[src/rtl/peak_offset_tracker_if.sv]
// Bundles the run-control, metric stream and result signals of peak_offset_tracker.
// master drives start/metric/sym_end and observes results; slave is the tracker itself.
interface peak_offset_tracker_if #(
  parameter int MW        = 24,
  parameter int LOG2_NSYM = 2
);
  logic                 start;
  logic [12:0]          idx;
  logic                 metric_valid;
  logic [MW-1:0]        metric;
  logic                 sym_end;
  logic                 busy;
  logic                 peak_valid;
  logic [12:0]          peak_idx;
  logic [MW-1:0]        peak_val;
  logic [LOG2_NSYM:0]   sym_cnt;
  logic                 done;
  logic [12:0]          offset;

  modport master (
    output start, idx, metric_valid, metric, sym_end,
    input  busy, peak_valid, peak_idx, peak_val, sym_cnt, done, offset
  );

  modport slave (
    input  start, idx, metric_valid, metric, sym_end,
    output busy, peak_valid, peak_idx, peak_val, sym_cnt, done, offset
  );
endinterface

[src/rtl/peak_offset_tracker.sv]
// Tracks the peak timing metric per OFDM symbol over 2^LOG2_NSYM symbols and produces a timing offset.
// Define PEAK_AVG_EN to average the per-symbol peak indices; otherwise the last symbol's peak is used.
module peak_offset_tracker #(
  parameter int MW        = 24,
  parameter int LOG2_NSYM = 2
) (
  input  logic                  clk,
  input  logic                  rst,
  peak_offset_tracker_if.slave  bus
);
  localparam int NSYM = 1 << LOG2_NSYM;

  typedef enum logic [1:0] {IDLE, SEARCH, REPORT, FINISH} state_t;

  state_t               state_q, state_d;
  logic [MW-1:0]        max_q, max_d;
  logic [12:0]          max_idx_q, max_idx_d;
  logic                 seen_q, seen_d;
  logic [12:0]          peak_idx_q, peak_idx_d;
  logic [MW-1:0]        peak_val_q, peak_val_d;
  logic [LOG2_NSYM:0]   sym_cnt_q, sym_cnt_d;
  logic [12:0]          offset_q, offset_d;
  logic                 take;
  logic [MW-1:0]        cand_val;
  logic [12:0]          cand_idx;
`ifdef PEAK_AVG_EN
  logic [LOG2_NSYM+12:0] acc_q, acc_d;
`endif

  // seen_q forces the first valid metric of a symbol to load, even a zero.
  assign take     = bus.metric_valid && (!seen_q || (bus.metric > max_q));
  assign cand_val = take ? bus.metric : max_q;
  assign cand_idx = take ? bus.idx : max_idx_q;

  always_comb begin
    state_d    = state_q;
    max_d      = max_q;
    max_idx_d  = max_idx_q;
    seen_d     = seen_q;
    peak_idx_d = peak_idx_q;
    peak_val_d = peak_val_q;
    sym_cnt_d  = sym_cnt_q;
    offset_d   = offset_q;
`ifdef PEAK_AVG_EN
    acc_d      = acc_q;
`endif
    case (state_q)
      IDLE: begin
        if (bus.start) begin
          state_d   = SEARCH;
          max_d     = '0;
          max_idx_d = '0;
          seen_d    = 1'b0;
          sym_cnt_d = '0;
`ifdef PEAK_AVG_EN
          acc_d     = '0;
`endif
        end
      end
      SEARCH: begin
        if (bus.sym_end) begin
          state_d    = REPORT;
          peak_idx_d = cand_idx;
          peak_val_d = cand_val;
          sym_cnt_d  = sym_cnt_q + 1'b1;
          max_d      = '0;
          max_idx_d  = '0;
          seen_d     = 1'b0;
`ifdef PEAK_AVG_EN
          acc_d      = acc_q + (LOG2_NSYM+13)'(cand_idx);
`endif
        end else begin
          max_d     = cand_val;
          max_idx_d = cand_idx;
          seen_d    = seen_q | bus.metric_valid;
        end
      end
      REPORT: begin
        // The max was cleared on entry, so a metric here opens the next symbol.
        max_d     = cand_val;
        max_idx_d = cand_idx;
        seen_d    = seen_q | bus.metric_valid;
        if (sym_cnt_q == (LOG2_NSYM+1)'(NSYM)) begin
          state_d  = FINISH;
`ifdef PEAK_AVG_EN
          offset_d = acc_q[LOG2_NSYM +: 13];
`else
          offset_d = peak_idx_q;
`endif
        end else begin
          state_d = SEARCH;
        end
      end
      FINISH: state_d = IDLE;
      default: state_d = IDLE;
    endcase
  end

  always_ff @(posedge clk) begin
    if (rst) begin
      state_q    <= IDLE;
      max_q      <= '0;
      max_idx_q  <= '0;
      seen_q     <= 1'b0;
      peak_idx_q <= '0;
      peak_val_q <= '0;
      sym_cnt_q  <= '0;
      offset_q   <= '0;
`ifdef PEAK_AVG_EN
      acc_q      <= '0;
`endif
    end else begin
      state_q    <= state_d;
      max_q      <= max_d;
      max_idx_q  <= max_idx_d;
      seen_q     <= seen_d;
      peak_idx_q <= peak_idx_d;
      peak_val_q <= peak_val_d;
      sym_cnt_q  <= sym_cnt_d;
      offset_q   <= offset_d;
`ifdef PEAK_AVG_EN
      acc_q      <= acc_d;
`endif
    end
  end

  assign bus.busy       = (state_q == SEARCH) || (state_q == REPORT);
  assign bus.peak_valid = (state_q == REPORT);
  assign bus.done       = (state_q == FINISH);
  assign bus.peak_idx   = peak_idx_q;
  assign bus.peak_val   = peak_val_q;
  assign bus.sym_cnt    = sym_cnt_q;
  assign bus.offset     = offset_q;
endmodule
[src/flat_wrapper.sv]
// flat-port wrapper written by rule: the top's interface ports become plain ports
module peak_offset_tracker_flat 
#(
  parameter int MW        = 24,
  parameter int LOG2_NSYM = 2
)
  (clk, rst, bus_start, bus_idx, bus_metric_valid, bus_metric, bus_sym_end, bus_busy, bus_peak_valid, bus_peak_idx, bus_peak_val, bus_sym_cnt, bus_done, bus_offset);
  peak_offset_tracker_if #(.MW(MW), .LOG2_NSYM(LOG2_NSYM)) bus_i ();
  input  logic clk;
  input  logic rst;
  input wire logic [$bits(bus_i.start)-1:0] bus_start;
  input wire logic [$bits(bus_i.idx)-1:0] bus_idx;
  input wire logic [$bits(bus_i.metric_valid)-1:0] bus_metric_valid;
  input wire logic [$bits(bus_i.metric)-1:0] bus_metric;
  input wire logic [$bits(bus_i.sym_end)-1:0] bus_sym_end;
  output wire logic [$bits(bus_i.busy)-1:0] bus_busy;
  output wire logic [$bits(bus_i.peak_valid)-1:0] bus_peak_valid;
  output wire logic [$bits(bus_i.peak_idx)-1:0] bus_peak_idx;
  output wire logic [$bits(bus_i.peak_val)-1:0] bus_peak_val;
  output wire logic [$bits(bus_i.sym_cnt)-1:0] bus_sym_cnt;
  output wire logic [$bits(bus_i.done)-1:0] bus_done;
  output wire logic [$bits(bus_i.offset)-1:0] bus_offset;
  assign bus_i.start = bus_start;
  assign bus_i.idx = bus_idx;
  assign bus_i.metric_valid = bus_metric_valid;
  assign bus_i.metric = bus_metric;
  assign bus_i.sym_end = bus_sym_end;
  assign bus_busy = bus_i.busy;
  assign bus_peak_valid = bus_i.peak_valid;
  assign bus_peak_idx = bus_i.peak_idx;
  assign bus_peak_val = bus_i.peak_val;
  assign bus_sym_cnt = bus_i.sym_cnt;
  assign bus_done = bus_i.done;
  assign bus_offset = bus_i.offset;
  peak_offset_tracker #(.MW(MW), .LOG2_NSYM(LOG2_NSYM)) u_core (.clk(clk), .rst(rst), .bus(bus_i));
endmodule
[config.mk]
export PLATFORM = sky130hd
export DESIGN_NAME = peak_offset_tracker_flat
export DESIGN_NICKNAME = d
export VERILOG_FILES = /design/src/rtl/peak_offset_tracker_if.sv /design/src/rtl/peak_offset_tracker.sv /design/src/flat_wrapper.sv
export SDC_FILE = /design/constraint.sdc
export NUM_CORES = 1
export LEC_CHECK = 0
export CAP_MARGIN = 15
export CORE_ASPECT_RATIO = 0.6
export CORE_MARGIN = 4
export CORE_UTILIZATION = 44
export DETAILED_ROUTE_END_ITERATION = 8
export GPL_ROUTABILITY_DRIVEN = 1
export GPL_TIMING_DRIVEN = 0
export PLACE_DENSITY_LB_ADDON = 0.25
export SLEW_MARGIN = 20
export SYNTH_ARGS = -nofsm -noshare
export SYNTH_HDL_FRONTEND = slang
export SYNTH_SLANG_ARGS = --single-unit
[constraint.sdc]
create_clock -name clk -period 5.2 [get_ports clk]
set_input_delay 1.04 -clock clk [delete_from_list [all_inputs] [get_ports clk]]
set_output_delay 1.04 -clock clk [all_outputs]
set_load 0.02 [all_outputs]
# Word-level counts from Yosys, hierarchy flattened

Index checks and enable logic that the tools add are counted.
W data, S select, Z words.

RAM bits: 0
Flip-flop bits (word level): 93
Bits in read-only memories: 0
Memories: 0
Latch bits: 0
Logic and storage cells: 47

Bitwise gates (word level): 1
Div/mod/pow operators: 0
Muxes and demuxes: 18
Shift operators: 0
Multipliers: 0
Reductions and logical operators: 12
Equality and inequality tests: 6
Add/subtract/negate cells: 1
Order comparisons: 1

Operator list:

| operator              | number |
|---|---|
| $mux W24              | 3 |
| $pmux W24 S3          | 1 |
| $mux W13              | 3 |
| $pmux W13 S3          | 1 |
| $gt A24 B24 Y1        | 1 |
| $pmux W2 S4           | 1 |
| $reduce_and A2 Y1     | 4 |
| $mux W2               | 3 |
| $mux W3               | 2 |
| $pmux W3 S2           | 1 |
| $eq A2 B2 Y1 const B  | 2 |
| $ne A2 B2 Y1 const B  | 2 |
| $add A3 B1 Y3 const B | 1 |
| $eq A3 B3 Y1 const B  | 1 |
| $pmux W1 S3           | 1 |
| $reduce_and A3 Y1     | 1 |
| $reduce_bool A3 Y1    | 1 |
| $eq A2 B1 Y1 const B  | 1 |
| $logic_not A2 Y1      | 1 |
| $logic_or A1 B1 Y1    | 2 |
| $mux W1               | 2 |
| $reduce_bool A2 Y1    | 1 |
| $logic_and A1 B1 Y1   | 1 |
| $logic_not A1 Y1      | 1 |
| $or A1 B1 Y1          | 1 |

# Longest topological paths before layout

Gate-level depths: netlist of run 1.

Word-level depth: 6
Depth in mapped cells: 11
Gate-level depth less buffers: 9

# Worst setup path after synthesis of run 1

Ideal clock, no wire load.

Path type: in2reg
Start point: input bus_metric[22]
End point: register u_core.max_idx_q[0]
Path slack: 2183 ps
Data arrival time: 2900 ps
Cell stages on the path: 10
Data required time: 5083 ps
Cells stage by stage: ha_1 a21oi_1 nand2_1 a221o_1 a211oi_2 o311ai_2 and4bb_1 buf_6 buf_6 a22o_1

Longest elaborated chain between the ends: 6

Ends and longest elaborated chain:

| element                | line                       | text |
|---|---|---|
| start: declaration     | flat_wrapper.sv:14         | `input wire logic [$bits(bus_i.metric)-1:0] bus_metric;` |
| $gt A24 B24 Y1 *       | peak_offset_tracker.sv:31  | `assign take = bus.metric_valid && (!seen_q \|\| (bus.metric > max_q));` |
| $logic_or A1 B1 Y1 *   | peak_offset_tracker.sv:31  |  |
| $logic_and A1 B1 Y1 *  | peak_offset_tracker.sv:31  |  |
| $mux W13 *             | peak_offset_tracker.sv:33  | `assign cand_idx = take ? bus.idx : max_idx_q;` |
| $mux W13               | peak_offset_tracker.sv:61  | `if (bus.sym_end) begin` |
| $pmux W13 S3 *         | peak_offset_tracker.sv:47  | `case (state_q)` |
| end signal: assignment | peak_offset_tracker.sv:115 | `max_idx_q <= max_idx_d;` |
| end: declaration       | peak_offset_tracker.sv:17  | `logic [12:0] max_idx_q, max_idx_d;` |

Every way passes the cells marked *; elsewhere a longest branch is shown, timed or not.
A chain may end at the register's enable or synchronous reset.

# Final worst setup path of run 1

Start point: input bus_metric[22]
End point: register u_core.max_idx_q[12]

Same word-level chain as after synthesis.

==> impl_metrics.env, run 1 <==
export IMPL_grt_pass1_vias=3594
export IMPL_numCtsBuffers=9
export IMPL_r2r_end="u_core.max_idx_q[12]$_SDFFE_PP0P_"
export IMPL_yosysWarnings=0
export IMPL_synth_avg_cell_area_um2=9.68
export IMPL_reg2reg_depth=10
export IMPL_rrSetupSlack_ns=2.58
export IMPL_die_h_um=84.5
export IMPL_io_buffers=97
export IMPL_p_sw_w=0.000773
export IMPL_synth_cell_type_count=38
export IMPL_async_flop_share_pct=0
export IMPL_place_area_um2=5420
export IMPL_ys_top_cells_by_area="dfxtp_1 43%, mux2i_1 8.9%, ha_1 8.8%"
export IMPL_vias=3667
export IMPL_avgViaCountPerCell=5.35
export IMPL_hold_depth=2
export IMPL_crit_path_top_delay_cell="clkdlybuf4s50_1"
export IMPL_cts_resized_gates=0
export IMPL_min_path_type="reg -> reg"
export IMPL_fmax_mhz=292
export IMPL_coreArea_um2=9320
export IMPL_initial_utilization_pct=46.0
export IMPL_std_cell_rows=27
export IMPL_slowest_delay_ns=0.46
export IMPL_crit_cells=10
export IMPL_seq_power_share_pct=38.1
export IMPL_hold_violations=0
export IMPL_endpoint_kind="flip-flop"
export IMPL_n_fill_cell=793
export IMPL_path_common_cell="a21oi_1"
export IMPL_synth_edff_count=0
export IMPL_final_layout_size_suffix_gt1_share_pct=5.41
export IMPL_ys_seq_area_share_pct=43.4
export IMPL_cts_sinks=93
export IMPL_synth_net_count=515
export IMPL_grt_max_degree=16
export IMPL_nNetsFinal=623
export IMPL_cts_root_buf="clkbuf_16"
export IMPL_drt_first_pass_iters=4
export IMPL_post_route_cell_area_um2=5710
export IMPL_cp_startpoint="bus_metric[22]"
export IMPL_path_cells="clkdlybuf4s50_1 > ha_1 > a21oi_1 > nand2_1 > a221o_1 > a211oi_2 > a21oi_1 > nor3_4 > buf_2 > a22o_1"
export IMPL_grt_pass1_wl_mm=18.1
export IMPL_synth_cells=443
export IMPL_route_detailed_drc=0
export IMPL_drv_slew=0
export IMPL_insertion_delay_ns=0.34
export IMPL_relSlewSlack_pct=61.3
export IMPL_yosysTopAreaCell="dfxtp_1"
export IMPL_hold_buffers=0
export IMPL_fin_setup_tns_ns=0
export IMPL_critPathKind="in -> reg"
export IMPL_rsz0062_at_grt="no"
export IMPL_worstSetupStartpointType="input pin"
export IMPL_drtIter0Drc=187
export IMPL_fin_util_pct=61.3
export IMPL_wl_mm=11.0
export IMPL_clockPowerShare_pct=28.4
export IMPL_crit_fanout=10
export IMPL_post_cts_buffers=0
export IMPL_outcome="finished, final reports clean"
export IMPL_worst_slew_pin_slew_ns=0.580
export IMPL_dpl_hpwl_mm=8.32
export IMPL_synth_most_common_cell="dfxtp_1"
export IMPL_pin_count=98
export IMPL_clk_pin_slew_ns=0.07
export IMPL_post_drt_wl_per_cell_um=16.0
export IMPL_grt_overflow=0
export IMPL_fin_crit_sh_pct=65.9
export IMPL_htree_levels=3
export IMPL_setup_viol=0
export IMPL_diodes=0
export IMPL_cts_tree="built"
export IMPL_period_minus_slack_ns=3.42
export IMPL_pwr_share_comb_pct=33.5
export IMPL_cp_arrival_ns=3.71
export IMPL_synth_top_area_share_pct=43.4
export IMPL_holdPathEnd="u_core.bus.offset[10]$_SDFFE_PP0P_"
export IMPL_die_area_um2=11400
export IMPL_antenna_left=0
export IMPL_hp_start="u_core.bus.offset[10]$_SDFFE_PP0P_"
export IMPL_synth_main_ff_cell="dfxtp_1"
export IMPL_powerDensity_nw_per_um2=403
export IMPL_cts_max_path_buffers=2
export IMPL_track_usage_pct=19.8
export IMPL_path_buf_inv=2
export IMPL_vdd_drop_max_mv=0.176
export IMPL_swShare_pct=33.6
export IMPL_power_internal_w=0.00153
export IMPL_cp_top_family="compound AO/OA/AOI/OAI gates"
export IMPL_ys_top_cells_by_count="93 x dfxtp_1, 46 x nor2_1, 38 x mux2i_1"
export IMPL_ys_ff_latch=93
export IMPL_place_congestion=0.787
export IMPL_area_delta_synth_final_pct=33.2
export IMPL_antenna_found_initial=0
export IMPL_clock_skew_final_ns=0.00406
export IMPL_synthesis_area_um2=4290
export IMPL_timing_rr_start="u_core.max_q[22]$_SDFFE_PP0P_"
export IMPL_cap_violations=0
export IMPL_crit_required_ns=5.48
export IMPL_dieWidth_um=135
export IMPL_p_leak_nw=2.17
cell usage in the layout (no fill, tap or decap), types with 2 or more instances in the layout:
cell type,netlist,final
a211oi_1,37,37
a21o_1,3,3
a21oi_1,28,28
a22o_1,37,37
and2_1,2,2
buf_12,3,3
buf_2,3,3
buf_6,5,5
clkbuf_1,15,16
clkbuf_16,0,9
clkdlybuf4s50_1,0,97
clkinvlp_4,0,3
dfxtp_1,93,93
ha_1,30,30
inv_1,29,29
mux2i_1,38,38
nand2_1,34,34
nand3_1,5,5
nand4_1,5,5
nor2_1,46,46
nor2b_1,3,3
nor3_1,2,2
o21ai_0,6,6
o21ai_1,2,2
cell families (layout without fill, tap and decap cells):
kind of cell	Yosys count	after routing	share of synthesized area, %
fa+ha+maj	30	30	8.75
flops	93	93	43.4
compound gates	122	122	20.8
mux	38	38	8.87
simple gates	104	104	11.2
buf+inv	56	168	7.00
routing by layer:
layer | track usage [%] | part of all wire (%) | up-vias | routed length, um
li1 | - | - | 1814 | -
met1 | 28.2 | 50 | 1752 | 5530
met2 | 29.2 | 42 | 89 | 4640
met3 | 6.41 | 6.2 | 12 | 682
met4 | 4.30 | 0.97 | 0 | 106
met5 | 0 | 0 | - | 0
through the flow:
| step | hold WS, ns | total power, W | worst slack, ns | cells |
|---|---|---|---|---|
| 6_report | 0.457 | 0.00230 | 1.78 | 685 |
| 5_1_grt | 0.484 | 0.00243 | 1.51 | 685 |
| 4_1_cts | 0.458 | 0.00231 | 1.78 | 685 |
| 3_5_place_dp | 0.449 | 0.00166 | 1.42 | 670 |
| 3_3_place_gp | 0.442 | 0.00164 | 1.44 | 670 |
| 2_1_floorplan | 0.428 | 0.00135 | 2.18 | 443 |
power groups by stage:
| stage | Combinational [W] | Sequential (W) | Clock, W |
|---|---|---|---|
| 2_1_floorplan | 0.000386 | 0.000964 | 0 |
| 6_report | 0.000771 | 0.000877 | 0.000652 |
| 5_1_grt | 0.000848 | 0.000887 | 0.000691 |
| 4_1_cts | 0.000776 | 0.000875 | 0.000660 |
| 3_5_place_dp | 0.000772 | 0.000890 | 0 |
| 3_3_place_gp | 0.000754 | 0.000886 | 0 |
worst max-delay path by stage:
| stage | end | slack [ns] |
|---|---|---|
| floorplan | u_core.max_idx_q[0]$_SDFFE_PP0P_ | 2.18 |
| global placement | u_core.max_idx_q[11]$_SDFFE_PP0P_ | 1.44 |
| detailed placement | u_core.max_q[0]$_SDFFE_PP0P_ | 1.42 |
| CTS | u_core.max_q[0]$_SDFFE_PP0P_ | 1.78 |
| global route | u_core.max_idx_q[12]$_SDFFE_PP0P_ | 1.51 |
| finish | u_core.max_idx_q[12]$_SDFFE_PP0P_ | 1.78 |
state kept, by name (all words and copies together) (netlist names):
| register | flops |
|---|---|
| u_core.bus.sym_cnt | 3 |
| u_core.max_idx_q | 13 |
| u_core.bus.peak_val | 24 |
| u_core.state_q | 2 |
| u_core.bus.offset | 13 |
| u_core.seen_q | 1 |
| u_core.bus.peak_idx | 13 |
| u_core.max_q | 24 |
worst min-delay path, delay by kind of cell (launching register included):
family,cells,cell delay (ns)
flip-flops,1,0.31
AND/OR/NAND/NOR,1,0.05
AO/OA/AOI/OAI,1,0.05
area by class of cell:
type                       count  area [um2]  share of cell area, %
inverter                      29         109                   1.91
timing repair buffer          97         971                   17.0
sequential                    93        1860                   32.6
buffer                        27         191                   3.35
clock buffer                  10         229                   4.01
multi-input combinational    294        2130                   37.2
tap                          130         163                   2.85
clock inverter                 5        61.3                   1.07
Power figures use the tool's default switching activity.
==> run 2: changes to the inputs <==
==> constraint.sdc (replaced) <==
create_clock -name clk -period 3.2 [get_ports clk]
set_input_delay 0.64 -clock clk [delete_from_list [all_inputs] [get_ports clk]]
set_output_delay 0.64 -clock clk [all_outputs]
set_load 0.02 [all_outputs]
==> impl_metrics.env, run 2 (synthesis results as in run 1) <==
export IMPL_initial_utilization_pct=46.0
export IMPL_coreArea_um2=9320
export IMPL_p_total_w=0.00374
export IMPL_cts_tree="built"
export IMPL_grt_overflow=0
export IMPL_post_drt_wl_per_cell_um=16.0
export IMPL_path_cells="clkdlybuf4s50_1 > ha_1 > nand4_2 > nor4_4 > nand2_1 > o2111ai_1 > o311ai_2 > and4bb_1 > buf_6 > buf_6 > a22o_1"
export IMPL_n_fill_cell=793
export IMPL_crit_required_ns=3.43
export IMPL_path_common_cell="buf_6"
export IMPL_final_cell_mix="97 x clkdlybuf4s50_1, 93 x dfxtp_1, 46 x nor2_1"
export IMPL_track_usage_pct=19.8
export IMPL_hold_depth=2
export IMPL_grt_pass1_vias=3594
export IMPL_layout_commonest_cell="clkdlybuf4s50_1"
export IMPL_clock_skew_final_ns=0.00393
export IMPL_fmax_mhz=333
export IMPL_wl_mm=11.0
export IMPL_fin_util_pct=61.4
export IMPL_worstSetupStartpointType="input pin"
export IMPL_p_leak_nw=2.18
export IMPL_cts_root_buf="clkbuf_16"
export IMPL_outcome="finished, final reports clean"
export IMPL_route_detailed_drc=0
export IMPL_period_minus_slack_ns=3.00
export IMPL_htree_levels=3
export IMPL_avgViaCountPerCell=5.36
export IMPL_fin_setup_tns_ns=0
export IMPL_dieWidth_um=135
export IMPL_numCtsBuffers=9
export IMPL_setup_viol=0
export IMPL_grt_pass1_wl_mm=18.1
export IMPL_rsz0062_at_grt="no"
export IMPL_crit_fanout=10
export IMPL_worst_slew_pin_slew_ns=0.571
export IMPL_crit_path_top_delay_cell="clkdlybuf4s50_1"
export IMPL_area_delta_synth_final_pct=33.4
export IMPL_cap_violations=0
export IMPL_vdd_drop_max_mv=0.287
export IMPL_hold_violations=0
export IMPL_grt_max_degree=16
export IMPL_fin_crit_sh_pct=93.7
export IMPL_place_congestion=0.787
export IMPL_io_buffers=97
export IMPL_std_cell_rows=27
export IMPL_powerDensity_nw_per_um2=654
export IMPL_cts_max_path_buffers=2
export IMPL_critPathKind="in -> reg"
export IMPL_drt_first_pass_iters=4
export IMPL_endpoint_kind="flip-flop"
export IMPL_die_area_um2=11400
export IMPL_die_h_um=84.5
export IMPL_dpl_hpwl_mm=8.32
export IMPL_antenna_found_initial=0
export IMPL_clk_pin_slew_ns=0.07
export IMPL_min_path_type="reg -> reg"
export IMPL_slowest_delay_ns=0.47
export IMPL_cts_sinks=93
export IMPL_fin_hold_ws_ns=0.457
export IMPL_nNetsFinal=624
export IMPL_cp_arrival_ns=3.23
export IMPL_relSlewSlack_pct=61.9
export IMPL_insertion_delay_ns=0.34
export IMPL_pin_count=98
export IMPL_fin_ws_ns=0.201
export IMPL_vias=3675
export IMPL_final_layout_size_suffix_gt1_share_pct=5.58
export IMPL_diodes=0
export IMPL_drtIter0Drc=200
export IMPL_drv_slew=0
export IMPL_antenna_left=0
export IMPL_reg2reg_depth=11
export IMPL_place_ws_ns=-0.181
[run 2: area by class of cell]
class | instances | area [um2] | share of cell area, %
Sequential cell | 93 | 1860 | 32.5
Timing Repair Buffer | 98 | 978 | 17.1
Multi-Input combinational cell | 294 | 2130 | 37.2
Clock inverter | 5 | 61.3 | 1.07
Clock buffer | 10 | 229 | 4.00
Tap cell | 130 | 163 | 2.84
Buffer | 27 | 191 | 3.35
Inverter | 29 | 109 | 1.90
[run 2: timing repair]
item                                    4_1_cts  5_1_grt
hold buffers                                  0        0
setup buffers                                 0        1
endpoints found under the setup margin        0       30
gates resized for setup                       0        0
[run 2: through the flow]
stage | instance area (um2) | cells
6_report | 5720 | 686
5_1_grt | 5720 | 686
4_1_cts | 5710 | 685
3_5_place_dp | 5420 | 670
3_3_place_gp | 5420 | 670
2_1_floorplan | 4290 | 443
[run 2: critical path: cells and delay by family]
| kind | cells | cell delay, ns |
|---|---|---|
| AOI/OAI and AO/OA | 3 | 0.53 |
| adders and majority gates | 1 | 0.37 |
| and+or+nand+nor | 4 | 0.92 |
| buffers and inverters | 3 | 0.76 |
[run 2: path summary, 6_finish.rpt]
path	from	end	slack [ns]
setup reg to reg	u_core.max_q[23]$_SDFFE_PP0P_	u_core.max_idx_q[12]$_SDFFE_PP0P_	0.60
hold reg to reg	u_core.bus.offset[10]$_SDFFE_PP0P_	u_core.bus.offset[10]$_SDFFE_PP0P_	0.46
hold / removal	u_core.bus.offset[10]$_SDFFE_PP0P_	u_core.bus.offset[10]$_SDFFE_PP0P_	0.46
setup / recovery	bus_metric[23]	u_core.max_idx_q[12]$_SDFFE_PP0P_	0.20
[run 2: power by group]
group | internal (W) | leakage (nW) | switching (W)
Combinational | 0.000567 | 1.30 | 0.000691
Clock | 0.000604 | 0.131 | 0.000454
Sequential | 0.00131 | 0.754 | 0.000112
Total | 0.00248 | 2.18 | 0.00126
[run 2: per-layer routing]
layer | wire (um) | global-route usage, %
met4 | 106 | 4.30
met2 | 4630 | 29.2
met5 | 0 | 0
met3 | 668 | 6.41
met1 | 5590 | 28.2
==> run 3: changes to the inputs <==
--- a/config.mk
+++ b/config.mk
@@ -9,6 +9,8 @@
 export CORE_ASPECT_RATIO = 0.6
 export CORE_MARGIN = 4
 export CORE_UTILIZATION = 44
+export CTS_BUF_LIST = sky130_fd_sc_hd__clkbuf_8 sky130_fd_sc_hd__clkbuf_16
+export CTS_CLUSTER_SIZE = 12
 export DETAILED_ROUTE_END_ITERATION = 8
 export GPL_ROUTABILITY_DRIVEN = 1
 export GPL_TIMING_DRIVEN = 0
==> constraint.sdc (replaced) <==
create_clock -name clk -period 3.2 [get_ports clk]
set_input_delay 0.48 -clock clk [delete_from_list [all_inputs] [get_ports clk]]
set_output_delay 0.48 -clock clk [all_outputs]
set_load 0.02 [all_outputs]
==> impl_metrics.env, run 3 (synthesis results as in run 1) <==
export IMPL_post_drt_wl_per_cell_um=16.0
export IMPL_io_buffers=97
export IMPL_die_h_um=84.5
export IMPL_drv_slew=0
export IMPL_gr_usage_met3_pct=6.41
export IMPL_p_total_w=0.00373
export IMPL_vdd_drop_max_mv=0.287
export IMPL_drtIter0Drc=187
export IMPL_n_fill_cell=793
export IMPL_post_route_cell_area_um2=5710
export IMPL_dpl_hpwl_mm=8.32
export IMPL_period_minus_slack_ns=2.87
export IMPL_numCtsBuffers=9
export IMPL_insertion_delay_ns=0.34
export IMPL_cp_arrival_ns=3.15
export IMPL_drt_first_pass_iters=4
export IMPL_area_delta_synth_final_pct=33.2
export IMPL_hold_violations=0
export IMPL_die_area_um2=11400
export IMPL_fin_crit_sh_pct=89.5
export IMPL_fin_hold_ws_ns=0.457
export IMPL_powerDensity_nw_per_um2=654
export IMPL_clock_skew_final_ns=0.00406
export IMPL_endpoint_kind="flip-flop"
export IMPL_wl_mm=11.0
export IMPL_post_cts_buffers=0
export IMPL_pin_count=98
export IMPL_crit_required_ns=3.48
export IMPL_fin_util_pct=61.3
export IMPL_worstSetupStartpointType="input pin"
export IMPL_cts_sinks=93
export IMPL_htree_levels=3
export IMPL_use_met2_pct=29.2
export IMPL_cap_violations=0
export IMPL_antenna_found_initial=0
export IMPL_critPathKind="in -> reg"
export IMPL_place_congestion=0.787
export IMPL_rsz0062_at_grt="no"
export IMPL_nNetsFinal=623
export IMPL_multi_input_area_um2=2130
export IMPL_grt_busiest_layer="met2"
export IMPL_met1_usage_pct=28.2
export IMPL_std_cell_rows=27
export IMPL_layout_commonest_cell="clkdlybuf4s50_1"
export IMPL_grt_pass1_wl_mm=18.1
export IMPL_diodes=0
export IMPL_clk_pin_slew_ns=0.07
export IMPL_outcome="finished, final reports clean"
export IMPL_relSlewSlack_pct=61.3
export IMPL_coreArea_um2=9320
export IMPL_cts_max_path_buffers=2
export IMPL_dieWidth_um=135
export IMPL_grt_max_degree=16
export IMPL_fmax_mhz=349
export IMPL_cts_root_buf="clkbuf_16"
export IMPL_place_area_um2=5420
export IMPL_final_cell_mix="97 x clkdlybuf4s50_1, 93 x dfxtp_1, 46 x nor2_1"
export IMPL_vias=3666
export IMPL_track_usage_pct=19.8
export IMPL_crit_fanout=10
export IMPL_cts_tree="built"
export IMPL_cts_resized_gates=0
export IMPL_grt_pass1_vias=3594
export IMPL_initial_utilization_pct=46.0
export IMPL_worst_slew_pin_slew_ns=0.580
export IMPL_avgViaCountPerCell=5.35
export IMPL_final_layout_size_suffix_gt1_share_pct=5.41
export IMPL_min_path_type="reg -> reg"
export IMPL_grt_overflow=0
export IMPL_p_leak_nw=2.18
export IMPL_hold_buffers=0
export IMPL_antenna_left=0
export IMPL_setup_viol=0
export IMPL_seq_area_um2=1860
export IMPL_route_detailed_drc=0
-- run 3: cell types whose count changed in the layout (fill, tap and decap cells not counted), sizes merged --
| cell | delta |
|---|---|
| inv | +1 |
| clkbuf | -1 |
| buf | -1 |
-- run 3: per-stage QoR --
stage / TNS (ns) / cells / worst slack, ns
after global placement: 0 / 670 / 0.00247
after CTS: 0 / 685 / 0.336
final: 0 / 685 / 0.335
after global routing: 0 / 685 / 0.0746
after detailed placement: -0.142 / 670 / -0.0213
after floorplan: 0 / 443 / 0.743
-- run 3: worst max-delay path: stages --
cell and delay, ns:
clkdlybuf4s50_1 0.46, ha_1 0.36, a21oi_1 0.15, nand2_1 0.08
a221o_1 0.35, a211oi_2 0.21, a21oi_1 0.14, nor3_4 0.41
buf_2 0.32, a22o_1 0.17
-- run 3: final timing paths --
check | start | to | slack, ns | cells after the start
worst max-delay path | bus_metric[22] | u_core.max_idx_q[12]$_SDFFE_PP0P_ | 0.33 | 10
worst min-delay path | u_core.bus.offset[10]$_SDFFE_PP0P_ | u_core.bus.offset[10]$_SDFFE_PP0P_ | 0.46 | 2
worst max register to register | u_core.max_q[22]$_SDFFE_PP0P_ | u_core.max_idx_q[12]$_SDFFE_PP0P_ | 0.58 | 10
worst min register to register | u_core.bus.offset[10]$_SDFFE_PP0P_ | u_core.bus.offset[10]$_SDFFE_PP0P_ | 0.46 | 2
-- run 3: cell type report --
class,count,share of cell area [%]
clock inverters,6,1.14
multi-input cells,294,37.2
repair buffers,97,17.0
well taps,130,2.85
flip-flops and latches,93,32.6
clock buffers,9,3.94
inverters,29,1.91
plain buffers,27,3.35
-- run 3: where the power goes --
group          internal (W)  switching, W  total (W)
Clock              0.000601      0.000456    0.00106
Combinational      0.000564      0.000689    0.00125
Sequential          0.00131      0.000112    0.00142
Total               0.00248       0.00126    0.00373
-- run 3: routing by layer --
metal | part of all wire [%] | vias up
met1 | 50 | 1749
met5 | 0 | -
met4 | 0.97 | 0
met3 | 6.3 | 12
met2 | 42 | 91
li1 | - | 1814
